==> config.mk <==
export PLATFORM = sky130hd
export DESIGN_NAME = fmc_ctrl_param_flat
export DESIGN_NICKNAME = d
export VERILOG_FILES = /design/src/rtl/fmc_pkg.sv /design/src/rtl/fmc_ctrl_param_if.sv /design/src/rtl/fmc_divider.sv /design/src/rtl/fmc_ctrl_param.sv /design/src/flat_wrapper.sv
export SDC_FILE = /design/constraint.sdc
export NUM_CORES = 1
export LEC_CHECK = 0
export ABC_AREA = 1
export CORE_MARGIN = 5
export CORE_UTILIZATION = 54
export CTS_BUF_LIST = sky130_fd_sc_hd__clkbuf_4
export CTS_CLUSTER_DIAMETER = 30
export CTS_CLUSTER_SIZE = 16
export DETAILED_ROUTE_END_ITERATION = 10
export PLACE_DENSITY_LB_ADDON = 0.3
export SETUP_SLACK_MARGIN = 0.2
export SLEW_MARGIN = 30
export SYNTH_ARGS = -nofsm -noshare
export SYNTH_HDL_FRONTEND = slang
export SYNTH_SLANG_ARGS = --single-unit
==> constraint.sdc <==
create_clock -name clk -period 2.96 [get_ports clk]
set_input_delay 0.74 -clock clk [delete_from_list [all_inputs] [get_ports clk]]
set_output_delay 0.74 -clock clk [all_outputs]
set_load 0.05 [all_outputs]
==> src/rtl/fmc_pkg.sv <==
// Shared types and helpers for the frequency-multiplier controller.
package fmc_pkg;

  // Outcome of comparing one measured window against the target ratio N.
  typedef enum logic [1:0] {
    EV_IN,
    EV_SLOW,
    EV_FAST
  } ev_e;

  // Signed tolerance compare; n - tol may go negative for small N.
  function automatic ev_e tol_cmp(input int v, input int n, input int tol);
    ev_e r;
    r = EV_IN;
    if (v < n - tol) begin
      r = EV_SLOW;
    end else if (v > n + tol) begin
      r = EV_FAST;
    end
    return r;
  endfunction

  // Increment that sticks at max_v.
  function automatic int unsigned sat_inc(input int unsigned v, input int unsigned max_v);
    return (v >= max_v) ? max_v : v + 32'd1;
  endfunction

endpackage

==> src/rtl/fmc_ctrl_param_if.sv <==
// Reference/config inputs and control/status outputs of fmc_ctrl_param.
interface fmc_ctrl_param_if #(
  parameter int unsigned M_W    = 4,
  parameter int unsigned N_W    = 6,
  parameter int unsigned SEL_W  = 3,
  parameter int unsigned MEAS_W = N_W + 2
);
  logic              ref_in;
  logic              cfg_load;
  logic [M_W-1:0]    m_cfg;
  logic [N_W-1:0]    n_cfg;
  logic              div_m;
  logic              div_n;
  logic              up;
  logic              dn;
  logic [SEL_W-1:0]  sel;
  logic              locked;
  logic [MEAS_W-1:0] meas;

  modport master (
    output ref_in, cfg_load, m_cfg, n_cfg,
    input  div_m, div_n, up, dn, sel, locked, meas
  );

  modport slave (
    input  ref_in, cfg_load, m_cfg, n_cfg,
    output div_m, div_n, up, dn, sel, locked, meas
  );
endinterface

==> src/rtl/fmc_divider.sv <==
// Modulo-ratio counter with enable/clear; emits a registered pulse either
// one cycle after the wrapping event or aligned with the last count value.
module fmc_divider #(
  parameter int unsigned W       = 4,
  parameter bit          PREDICT = 1'b0
) (
  input  logic         clk,
  input  logic         rst_n,
  input  logic         en,
  input  logic         clr,
  input  logic [W-1:0] ratio,
  input  logic [W-1:0] ratio_nxt,
  output logic         pulse_q
);

  logic [W-1:0] cnt_q, cnt_d;
  logic         wrap_c;
  logic         pulse_d;

  // Next count and pulse; PREDICT flags the cycle whose count will be ratio-1.
  always_comb begin
    wrap_c  = en && (cnt_q == W'(ratio - W'(1)));
    cnt_d   = cnt_q;
    if (clr) begin
      cnt_d = '0;
    end else if (wrap_c) begin
      cnt_d = '0;
    end else if (en) begin
      cnt_d = cnt_q + W'(1);
    end
    pulse_d = PREDICT ? (cnt_d == W'(ratio_nxt - W'(1))) : (wrap_c && !clr);
  end

  // Counter and pulse registers.
  always_ff @(posedge clk) begin
    if (!rst_n) begin
      cnt_q   <= '0;
      pulse_q <= 1'b0;
    end else begin
      cnt_q   <= cnt_d;
      pulse_q <= pulse_d;
    end
  end

endmodule

==> src/rtl/fmc_ctrl_param.sv <==
// DLL frequency-multiplier controller: measures clk cycles per M reference
// periods against N and steers a saturating delay-tap select.
module fmc_ctrl_param
  import fmc_pkg::*;
#(
  parameter int unsigned M_W      = 4,
  parameter int unsigned N_W      = 6,
  parameter int unsigned SEL_W    = 3,
  parameter int unsigned SEL_RST  = 4,
  parameter int unsigned LOCK_TOL = 1,
  parameter int unsigned LOCK_CNT = 4,
  parameter int unsigned MEAS_W   = N_W + 2
) (
  input logic              clk,
  input logic              rst_n,
  fmc_ctrl_param_if.slave  bus
);

  localparam int unsigned LC_W     = $clog2(LOCK_CNT + 1);
  localparam int unsigned SEL_MAX  = (32'd1 << SEL_W) - 32'd1;
  localparam int unsigned MEAS_MAX = (32'd1 << MEAS_W) - 32'd1;

  logic              s1_q, s1_d, s2_q, s2_d, s3_q, s3_d;
  logic [M_W-1:0]    m_q, m_d;
  logic [N_W-1:0]    n_q, n_d;
  logic [MEAS_W-1:0] meas_cnt_q, meas_cnt_d;
  logic [MEAS_W-1:0] meas_q, meas_d;
  logic [MEAS_W-1:0] meas_v;
  logic              primed_q, primed_d;
  logic [SEL_W-1:0]  sel_q, sel_d;
  logic [LC_W-1:0]   lock_cnt_q, lock_cnt_d;
  logic              locked_q, locked_d;
  logic              up_q, up_d, dn_q, dn_d;
  logic              div_m_q, div_n_q;
  logic              ref_rise, m_en;
  ev_e               ev;

  assign ref_rise = s2_q & ~s3_q;
  assign m_en     = ref_rise & ~bus.cfg_load;

  // Reference divider: counts synchronised reference rising edges.
  fmc_divider #(.W(M_W), .PREDICT(1'b0)) u_div_m (
    .clk       (clk),
    .rst_n     (rst_n),
    .en        (m_en),
    .clr       (bus.cfg_load),
    .ratio     (m_q),
    .ratio_nxt (m_d),
    .pulse_q   (div_m_q)
  );

  // Output divider: free-running, pulse aligned with count N-1.
  fmc_divider #(.W(N_W), .PREDICT(1'b1)) u_div_n (
    .clk       (clk),
    .rst_n     (rst_n),
    .en        (1'b1),
    .clr       (bus.cfg_load),
    .ratio     (n_q),
    .ratio_nxt (n_d),
    .pulse_q   (div_n_q)
  );

  // Synchroniser, config shadow, window measurement and tap steering.
  always_comb begin
    s1_d       = bus.ref_in;
    s2_d       = s1_q;
    s3_d       = s2_q;
    m_d        = m_q;
    n_d        = n_q;
    meas_v     = MEAS_W'(sat_inc(32'(meas_cnt_q), MEAS_MAX));
    meas_cnt_d = meas_v;
    meas_d     = meas_q;
    primed_d   = primed_q;
    sel_d      = sel_q;
    lock_cnt_d = lock_cnt_q;
    locked_d   = locked_q;
    up_d       = 1'b0;
    dn_d       = 1'b0;
    ev         = tol_cmp(int'(meas_v), int'(n_q), int'(LOCK_TOL));

    if (bus.cfg_load) begin
      m_d        = (bus.m_cfg == '0) ? M_W'(1) : bus.m_cfg;
      n_d        = (bus.n_cfg == '0) ? N_W'(1) : bus.n_cfg;
      meas_cnt_d = '0;
      primed_d   = 1'b0;
      sel_d      = SEL_W'(SEL_RST);
      lock_cnt_d = '0;
      locked_d   = 1'b0;
    end else if (div_m_q) begin
      meas_cnt_d = '0;
      if (!primed_q) begin
        // First window after reset/config starts mid-period; drop it.
        primed_d = 1'b1;
      end else begin
        meas_d = meas_v;
        case (ev)
          EV_SLOW: begin
            up_d       = 1'b1;
            lock_cnt_d = '0;
            locked_d   = 1'b0;
            if (sel_q != '0) sel_d = sel_q - SEL_W'(1);
          end
          EV_FAST: begin
            dn_d       = 1'b1;
            lock_cnt_d = '0;
            locked_d   = 1'b0;
            if (sel_q != SEL_W'(SEL_MAX)) sel_d = sel_q + SEL_W'(1);
          end
          default: begin
            lock_cnt_d = LC_W'(sat_inc(32'(lock_cnt_q), LOCK_CNT));
            if (lock_cnt_d == LC_W'(LOCK_CNT)) locked_d = 1'b1;
          end
        endcase
      end
    end
  end

  // State registers.
  always_ff @(posedge clk) begin
    if (!rst_n) begin
      s1_q       <= 1'b0;
      s2_q       <= 1'b0;
      s3_q       <= 1'b0;
      m_q        <= M_W'(1);
      n_q        <= N_W'(1);
      meas_cnt_q <= '0;
      meas_q     <= '0;
      primed_q   <= 1'b0;
      sel_q      <= SEL_W'(SEL_RST);
      lock_cnt_q <= '0;
      locked_q   <= 1'b0;
      up_q       <= 1'b0;
      dn_q       <= 1'b0;
    end else begin
      s1_q       <= s1_d;
      s2_q       <= s2_d;
      s3_q       <= s3_d;
      m_q        <= m_d;
      n_q        <= n_d;
      meas_cnt_q <= meas_cnt_d;
      meas_q     <= meas_d;
      primed_q   <= primed_d;
      sel_q      <= sel_d;
      lock_cnt_q <= lock_cnt_d;
      locked_q   <= locked_d;
      up_q       <= up_d;
      dn_q       <= dn_d;
    end
  end

  assign bus.div_m  = div_m_q;
  assign bus.div_n  = div_n_q;
  assign bus.up     = up_q;
  assign bus.dn     = dn_q;
  assign bus.sel    = sel_q;
  assign bus.locked = locked_q;
  assign bus.meas   = meas_q;

endmodule

==> src/flat_wrapper.sv <==
// flat-port wrapper written by rule: the top's interface ports become plain ports
module fmc_ctrl_param_flat import fmc_pkg::*;
#(
  parameter int unsigned M_W      = 4,
  parameter int unsigned N_W      = 6,
  parameter int unsigned SEL_W    = 3,
  parameter int unsigned SEL_RST  = 4,
  parameter int unsigned LOCK_TOL = 1,
  parameter int unsigned LOCK_CNT = 4,
  parameter int unsigned MEAS_W   = N_W + 2
)
  (clk, rst_n, bus_ref_in, bus_cfg_load, bus_m_cfg, bus_n_cfg, bus_div_m, bus_div_n, bus_up, bus_dn, bus_sel, bus_locked, bus_meas);
  fmc_ctrl_param_if #(.M_W(M_W), .N_W(N_W), .SEL_W(SEL_W), .MEAS_W(MEAS_W)) bus_i ();
  input logic clk;
  input logic rst_n;
  input wire logic [$bits(bus_i.ref_in)-1:0] bus_ref_in;
  input wire logic [$bits(bus_i.cfg_load)-1:0] bus_cfg_load;
  input wire logic [$bits(bus_i.m_cfg)-1:0] bus_m_cfg;
  input wire logic [$bits(bus_i.n_cfg)-1:0] bus_n_cfg;
  output wire logic [$bits(bus_i.div_m)-1:0] bus_div_m;
  output wire logic [$bits(bus_i.div_n)-1:0] bus_div_n;
  output wire logic [$bits(bus_i.up)-1:0] bus_up;
  output wire logic [$bits(bus_i.dn)-1:0] bus_dn;
  output wire logic [$bits(bus_i.sel)-1:0] bus_sel;
  output wire logic [$bits(bus_i.locked)-1:0] bus_locked;
  output wire logic [$bits(bus_i.meas)-1:0] bus_meas;
  assign bus_i.ref_in = bus_ref_in;
  assign bus_i.cfg_load = bus_cfg_load;
  assign bus_i.m_cfg = bus_m_cfg;
  assign bus_i.n_cfg = bus_n_cfg;
  assign bus_div_m = bus_i.div_m;
  assign bus_div_n = bus_i.div_n;
  assign bus_up = bus_i.up;
  assign bus_dn = bus_i.dn;
  assign bus_sel = bus_i.sel;
  assign bus_locked = bus_i.locked;
  assign bus_meas = bus_i.meas;
  fmc_ctrl_param #(.M_W(M_W), .N_W(N_W), .SEL_W(SEL_W), .SEL_RST(SEL_RST), .LOCK_TOL(LOCK_TOL), .LOCK_CNT(LOCK_CNT), .MEAS_W(MEAS_W)) u_core (.clk(clk), .rst_n(rst_n), .bus(bus_i));
endmodule
# Word-level counts from Yosys, hierarchy flattened

Cells that the tools add are included.

$add $sub $neg: 11
$lt $le $gt $ge: 4
Eq/ne operators: 9
Mux-type cells: 17
Bitwise logic cells: 7
Reductions and logical operators: 17

Operators with widths:

| operator                                                           | count |
|---|---|
| 9-bit by 32-bit > comparator with 1-bit output                     | 1 |
| 9-bit by 32-bit less-than comparator with 1-bit output             | 1 |
| 6-bit 2-to-1 mux                                                   | 4 |
| 6-bit equality test                                                | 2 |
| 3-bit 2-to-1 mux                                                   | 4 |
| 6-bit by 1-bit subtractor with 6-bit output, second input constant | 2 |
| 8-bit by 1-bit adder with 8-bit output, second input constant      | 1 |
| 8-bit greater-or-equal comparator, second input constant           | 1 |
| 8-bit 2-to-1 mux                                                   | 1 |
| 6-bit by 1-bit adder with 7-bit output, second input constant      | 1 |
| 6-bit by 1-bit subtractor with 7-bit output, second input constant | 1 |
| 3-bit by 1-bit adder with 3-bit output, second input constant      | 2 |
| 6-bit by 1-bit adder with 6-bit output, second input constant      | 1 |
| 6-bit zero test                                                    | 1 |
| 3-bit case mux with 2 select lines                                 | 1 |
| 3-bit AND reduction                                                | 2 |
| 3-bit OR reduction                                                 | 2 |
| 1-bit inverter                                                     | 5 |
| 5-bit AND reduction                                                | 1 |
| 4-bit by 1-bit adder with 4-bit output, second input constant      | 1 |
| 4-bit equality test                                                | 1 |
| 4-bit zero test                                                    | 1 |
| 1-bit 2-to-1 mux                                                   | 4 |
| 2-bit 2-to-1 mux                                                   | 2 |
| 17 further kinds                                                   | 22 |

Register bits: 51
Output and inout port bits: 16
Word-level logic and storage cells: 82

# Logic depth before layout (Yosys ltp)

Gate-level depths: netlist of run 1.

Depth in word-level cells: 9
Mapped depth: 25

# Modules after synthesis

Synthesis of run 1 repeated with hierarchy kept, for this count alone.

Cell total of the unflattened synthesis: 522
Area, all modules: 3,419.5 um2

Modules (own cells, without submodules):

| module                        | times used | cells each | area an instance (um2) |
|---|---|---|---|
| fmc_ctrl_param                | 1          | 330        | 2,275.9 |
| fmc_divider at u_core.u_div_n | 1          | 140        | 793.3 |
| fmc_divider at u_core.u_div_m | 1          | 52         | 350.3 |

# Worst setup path before layout of run 1

Ideal clock, no wire load.

Kind: register to register
Start point: register u_core.n_q[0]
End point: register u_core.sel_q[2], in the netlist u_core.bus.sel[2]
Setup time: 132 ps
Data arrival time: 2,669 ps
Required time: 2,828 ps
Setup slack: 159 ps
Stages on the path, launching flop included: 19
Cells stage by stage: dfxtp_1 -> inv_2 -> ha_1 -> nand3_1 -> or3_1 -> ha_1 -> nand2_1 -> nor3_2 -> nand3_2 -> nand2_2 -> nand3_1 -> xor2_1 -> ha_1 -> inv_1 -> nand3_1 -> nand2_1 -> nand2_1 -> nand2_1 -> nand3_1

Longest elaborated chain between the ends: 7
Elaborated cells on any way between the ends: 13

Ends and longest elaborated chain:

| item                                                                                             | RTL line              | source |
|---|---|---|
| from (decl)                                                                                      | fmc_ctrl_param.sv:25  | `logic [N_W-1:0] n_q, n_d;` |
| from (signal assigned)                                                                           | fmc_ctrl_param.sv:139 | `n_q <= n_d;` |
| 6-bit by 1-bit adder with 7-bit output                                                           | fmc_pkg.sv:17         | `end else if (v > n + tol) begin` |
| 9-bit by 32-bit > comparator with 1-bit output                                                   | fmc_pkg.sv:17         |  |
| 2-bit 2-to-1 mux                                                                                 | fmc_pkg.sv:17         |  |
| 2-bit 2-to-1 mux (*)                                                                             | fmc_pkg.sv:15         | `if (v < n - tol) begin` |
| 2-bit equality test or 2-bit by 1-bit equality test with 1-bit output (tied branches)            | fmc_ctrl_param.sv:96  | `case (ev)` |
| 2-bit by 1-bit inequality test with 1-bit output (no line) or 2-bit nonzero test (tied branches) | --                    |  |
| 5-bit AND reduction (no line)                                                                    | --                    |  |
| to (signal assigned)                                                                             | fmc_ctrl_param.sv:129 | `sel_q <= SEL_W'(SEL_RST);` |
| to (signal assigned)                                                                             | fmc_ctrl_param.sv:143 | `sel_q <= sel_d;` |
| to (decl)                                                                                        | fmc_ctrl_param.sv:30  | `logic [SEL_W-1:0] sel_q, sel_d;` |

Mark *: on every way between the ends. The rest lies on a longest branch, timed or not.
A chain may end at the register's enable or synchronous reset.

# Worst setup path after layout of run 1

Start point: register u_core.meas_cnt_q[1]
End point: register u_core.sel_q[2], in the netlist u_core.bus.sel[2]

Longest elaborated chain between the ends: 8
Elaborated cells on any way between the ends: 14

Ends and longest elaborated chain:

| item                                                                                             | RTL line              | source |
|---|---|---|
| from (decl)                                                                                      | fmc_ctrl_param.sv:26  | `logic [MEAS_W-1:0] meas_cnt_q, meas_cnt_d;` |
| from (signal assigned)                                                                           | fmc_ctrl_param.sv:140 | `meas_cnt_q <= meas_cnt_d;` |
| 8-bit by 1-bit adder with 8-bit output or 8-bit greater-or-equal comparator (tied branches)      | fmc_pkg.sv:25         | `return (v >= max_v) ? max_v : v + 32'd1;` |
| 8-bit 2-to-1 mux (*)                                                                             | fmc_pkg.sv:25         |  |
| via u_core.meas_v[6]                                                                             | fmc_ctrl_param.sv:28  | `logic [MEAS_W-1:0] meas_v;` |
| 9-bit by 32-bit > comparator with 1-bit output                                                   | fmc_pkg.sv:17         |  |
| 2-bit 2-to-1 mux                                                                                 | fmc_pkg.sv:17         |  |
| 2-bit 2-to-1 mux (*)                                                                             | fmc_pkg.sv:15         |  |
| 2-bit equality test or 2-bit by 1-bit equality test with 1-bit output (tied branches)            | fmc_ctrl_param.sv:96  |  |
| 2-bit by 1-bit inequality test with 1-bit output (no line) or 2-bit nonzero test (tied branches) | --                    |  |
| 5-bit AND reduction (no line)                                                                    | --                    |  |

The timed path passes the listed nets; every way through them passes the cells marked *.

==> results of run 1 <==
## worst register-to-register path: stages, from the launching register on
cell     delay, ns
dfxtp_2       0.38
ha_4          0.16
nand3_1       0.12
o21ai_1       0.19
nand2_1       0.15
ha_1          0.35
nand2_1       0.07
nor2_2        0.11
nand4_1       0.23
nand3_4       0.20
xor2_2        0.20
ha_4          0.18
inv_2         0.04
nand3_1       0.07
nand2_1       0.07
nand3_1       0.11
nand3_2       0.07
## cell families (layout without fill, tap and decap cells)
| group | Yosys count | after routing | synth area share |
|---|---|---|---|
| XOR/XNOR | 31 | 31 | 0.0899 |
| buffers and inverters | 71 | 128 | 0.0875 |
| adder cells (fa/ha/maj) | 18 | 18 | 0.0726 |
| AO/OA/AOI/OAI | 44 | 44 | 0.0806 |
| flip-flops | 51 | 51 | 0.329 |
| AND/OR/NAND/NOR | 218 | 218 | 0.340 |
## final cells by class
type / instances / area [um2] / area share
clock buffer: 5 / 37.5 / 0.00967
clock inverter: 3 / 42.5 / 0.0110
inverter: 65 / 249 / 0.0642
multi-input combinational: 311 / 1950 / 0.502
sequential: 51 / 1030 / 0.265
tap: 72 / 90.1 / 0.0232
timing repair buffer: 55 / 485 / 0.125
## power by group
part	switching, mW	internal, mW
Clock	0.229	0.178
Combinational	0.169	0.135
Sequential	0.0152	0.702
## per-layer routing
layer / wire (um) / up-vias
li1: - / 1480
met2: 3740 / 78
met3: 355 / 24
met5: 0 / -
met1: 3010 / 1341
met4: 213 / 0
## cell usage after synthesis (2+ instances only)
library cell  instances
inv_1                60
ha_1                 18
nand2_4               4
nor2_1               60
nand3b_1              2
nor3_1                7
o21ai_0              14
xor2_1               19
o211ai_1              5
xnor2_1              11
nand2_2              12
nand2_1              79
a21oi_1              19
inv_2                 5
nor2_4                5
dfxtp_1              51
clkbuf_1              4
nand4_1              11
nor2_2                5
nand3_1              25
## flip-flops by register name, summed over array words and instances (netlist names)
signal,cells
u_core.s3_q,1
u_core.bus.up,1
u_core.m_q,4
u_core.s2_q,1
u_core.u_div_m.pulse_q,1
u_core.u_div_m.cnt_q,4
u_core.bus.dn,1
u_core.meas_cnt_q,8
u_core.s1_q,1
u_core.bus.sel,3
u_core.u_div_n.pulse_q,1
u_core.lock_cnt_q,3
u_core.u_div_n.cnt_q,6
u_core.primed_q,1
u_core.bus.locked,1
u_core.bus.meas,8
u_core.n_q,6
## final timing paths
check	start	endpoint	slack (ns)	cells after the start
max	u_core.meas_cnt_q[1]$_SDFF_PP0_	u_core.bus.sel[2]$_SDFFE_PP1P_	0.19	16
min	u_core.s1_q$_SDFF_PN0_	u_core.s2_q$_SDFF_PN0_	0.43	2
max reg2reg	u_core.meas_cnt_q[1]$_SDFF_PP0_	u_core.bus.sel[2]$_SDFFE_PP1P_	0.19	16
min reg2reg	u_core.s1_q$_SDFF_PN0_	u_core.s2_q$_SDFF_PN0_	0.43	2
## what timing repair did
item                                    in CTS  in global routing
hold buffers                                 0                  0
setup buffers                                7                 10
resized for setup                           11                 22
pin swaps                                    4                 16
endpoints found under the setup margin       2                  2
==> results.ini, run 1 <==
[status]
outcome = completed

[timing]
hold_viol = 0
slew_headroom = 0.652
fin_setup_tns_ns = 0
fin_ws_ns = 0.194
tightest_slew_ns = 0.520
post-route-min-period_ns = 2.77
finalSetupViolations = 0
maxSlewViolCount = 0
hold_ws_ns = 0.431
skew_ns = 0.0104
rsz0062_at_grt = yes
fmax_ghz = 0.362
min_period_over_period = 0.934

[floorplanning]
start_util = 0.560
io-pin-count = 30
core.rowCount = 27
die_x_um = 85.8
die_area_um2 = 7360
die_h_um = 85.8
core_um2 = 5540

[cells_and_area]
final_cell_mix = nand2_1 (77), nor2_1 (59), inv_1 (55), dfxtp_1 (46), clkdlybuf4s50_1 (29)
final_cell_area_um2 = 3880
nNetsFinal = 521
layout-drive-gt1-share = 0.198
final_cells = 562
area_growth_pct = 25.1
final_util = 0.701
layout.cells.most_common = nand2_1
antenna_cells = 0
fill_cells = 453

[clock_tree]
cts.clk_slew.worst_paths_ns = 0.15
clock_sinks = 51
cts_root_buf = clkbuf_4
h-tree-depth = 2
max-clock-path-buffers = 2
worstSkewPairLatency_ns = 0.38
cts_tree = done
cts_buffers = 5

[detailed_routing]
ant_nets = 0
via_per_inst = 5.20
drc = 0
drt_iter0_drc = 184
first_pass_iters = 4
vias = 2923
wire_per_inst_um = 13.0
wl_um = 7320

[worst_setup_path]
crit_path_max_incr_delay_ns = 0.38
cp.arrival_ns = 3.06
path_cells = ha_4, nand3_1, o21ai_1, nand2_1, ha_1, nand2_1, nor2_2, nand4_1, nand3_4, xor2_2, ha_4, inv_2, nand3_1, nand2_1, nand3_1, nand3_2
critPathMaxFanout = 3
worstSetupPathType = flop to flop
endpoint_kind = flop
critPathTopFamily = simple AND/OR/NAND/NOR gates
worstPathRequired_ns = 3.26
cp_num_buf_inv = 1
slowest_stage = dfxtp_2
critPathLaunchType = flop

[grt]
grt-ovfl-total = 0
antenna_found_initial = 0
grt_max_degree = 17
grt_pass1_wl_um = 11800
use_met3 = 0.0327
grt_pass1_vias = 2736
use_met1 = 0.217
grt_use_met2 = 0.369
grt.total_usage = 0.194
grt-busiest-layer = met2

[flow_run]
max_cap_viol_count = 0

[place]
dp.cells = 537
io_buffers = 29
dp_hpwl_um = 5180
gp_congestion = 0.941
placed_cell_area_um2 = 3540
place_ws_ns = 0.0369

[logic_synthesis]
synth_nets = 465
synth_area_um2 = 3100
ys_async_sr_fraction = 0
synth_cells = 433
synth_top_area_share = 0.329
synth_enable_flop_cells = 0
synthFlopType = dfxtp_1
ys_seq_elements = 51
yosysWarnings = 0
synth_area_leader_cell = dfxtp_1
syn_area_per_cell_um2 = 7.17
synth.distinct_cells = 37
synth_area_leaders = dfxtp_1 (33%), nand2_1 (9.6%), ha_1 (7.3%), inv_1 (7.3%), nor2_1 (7.3%)
ys_seq_area_frac = 0.329

[worst_hold_path]
hold_class = flop to flop

[power]
powerDensity_nw_per_um2 = 368
power_mw = 1.43
power.leakage_nw = 1.79
vdd_drop_max_mv = 0.238

(Power assumes the default switching activity.)
==> inputs of run 2 (changes only) <==
--- a/config.mk
+++ b/config.mk
@@ -6,6 +6,7 @@
 export NUM_CORES = 1
 export LEC_CHECK = 0
 export ABC_AREA = 1
+export CAP_MARGIN = 10
 export CORE_MARGIN = 5
 export CORE_UTILIZATION = 54
 export CTS_BUF_LIST = sky130_fd_sc_hd__clkbuf_4
==> results of run 2 <==
Same layout as run 1: the final DEF is identical, and so are final timing and power.
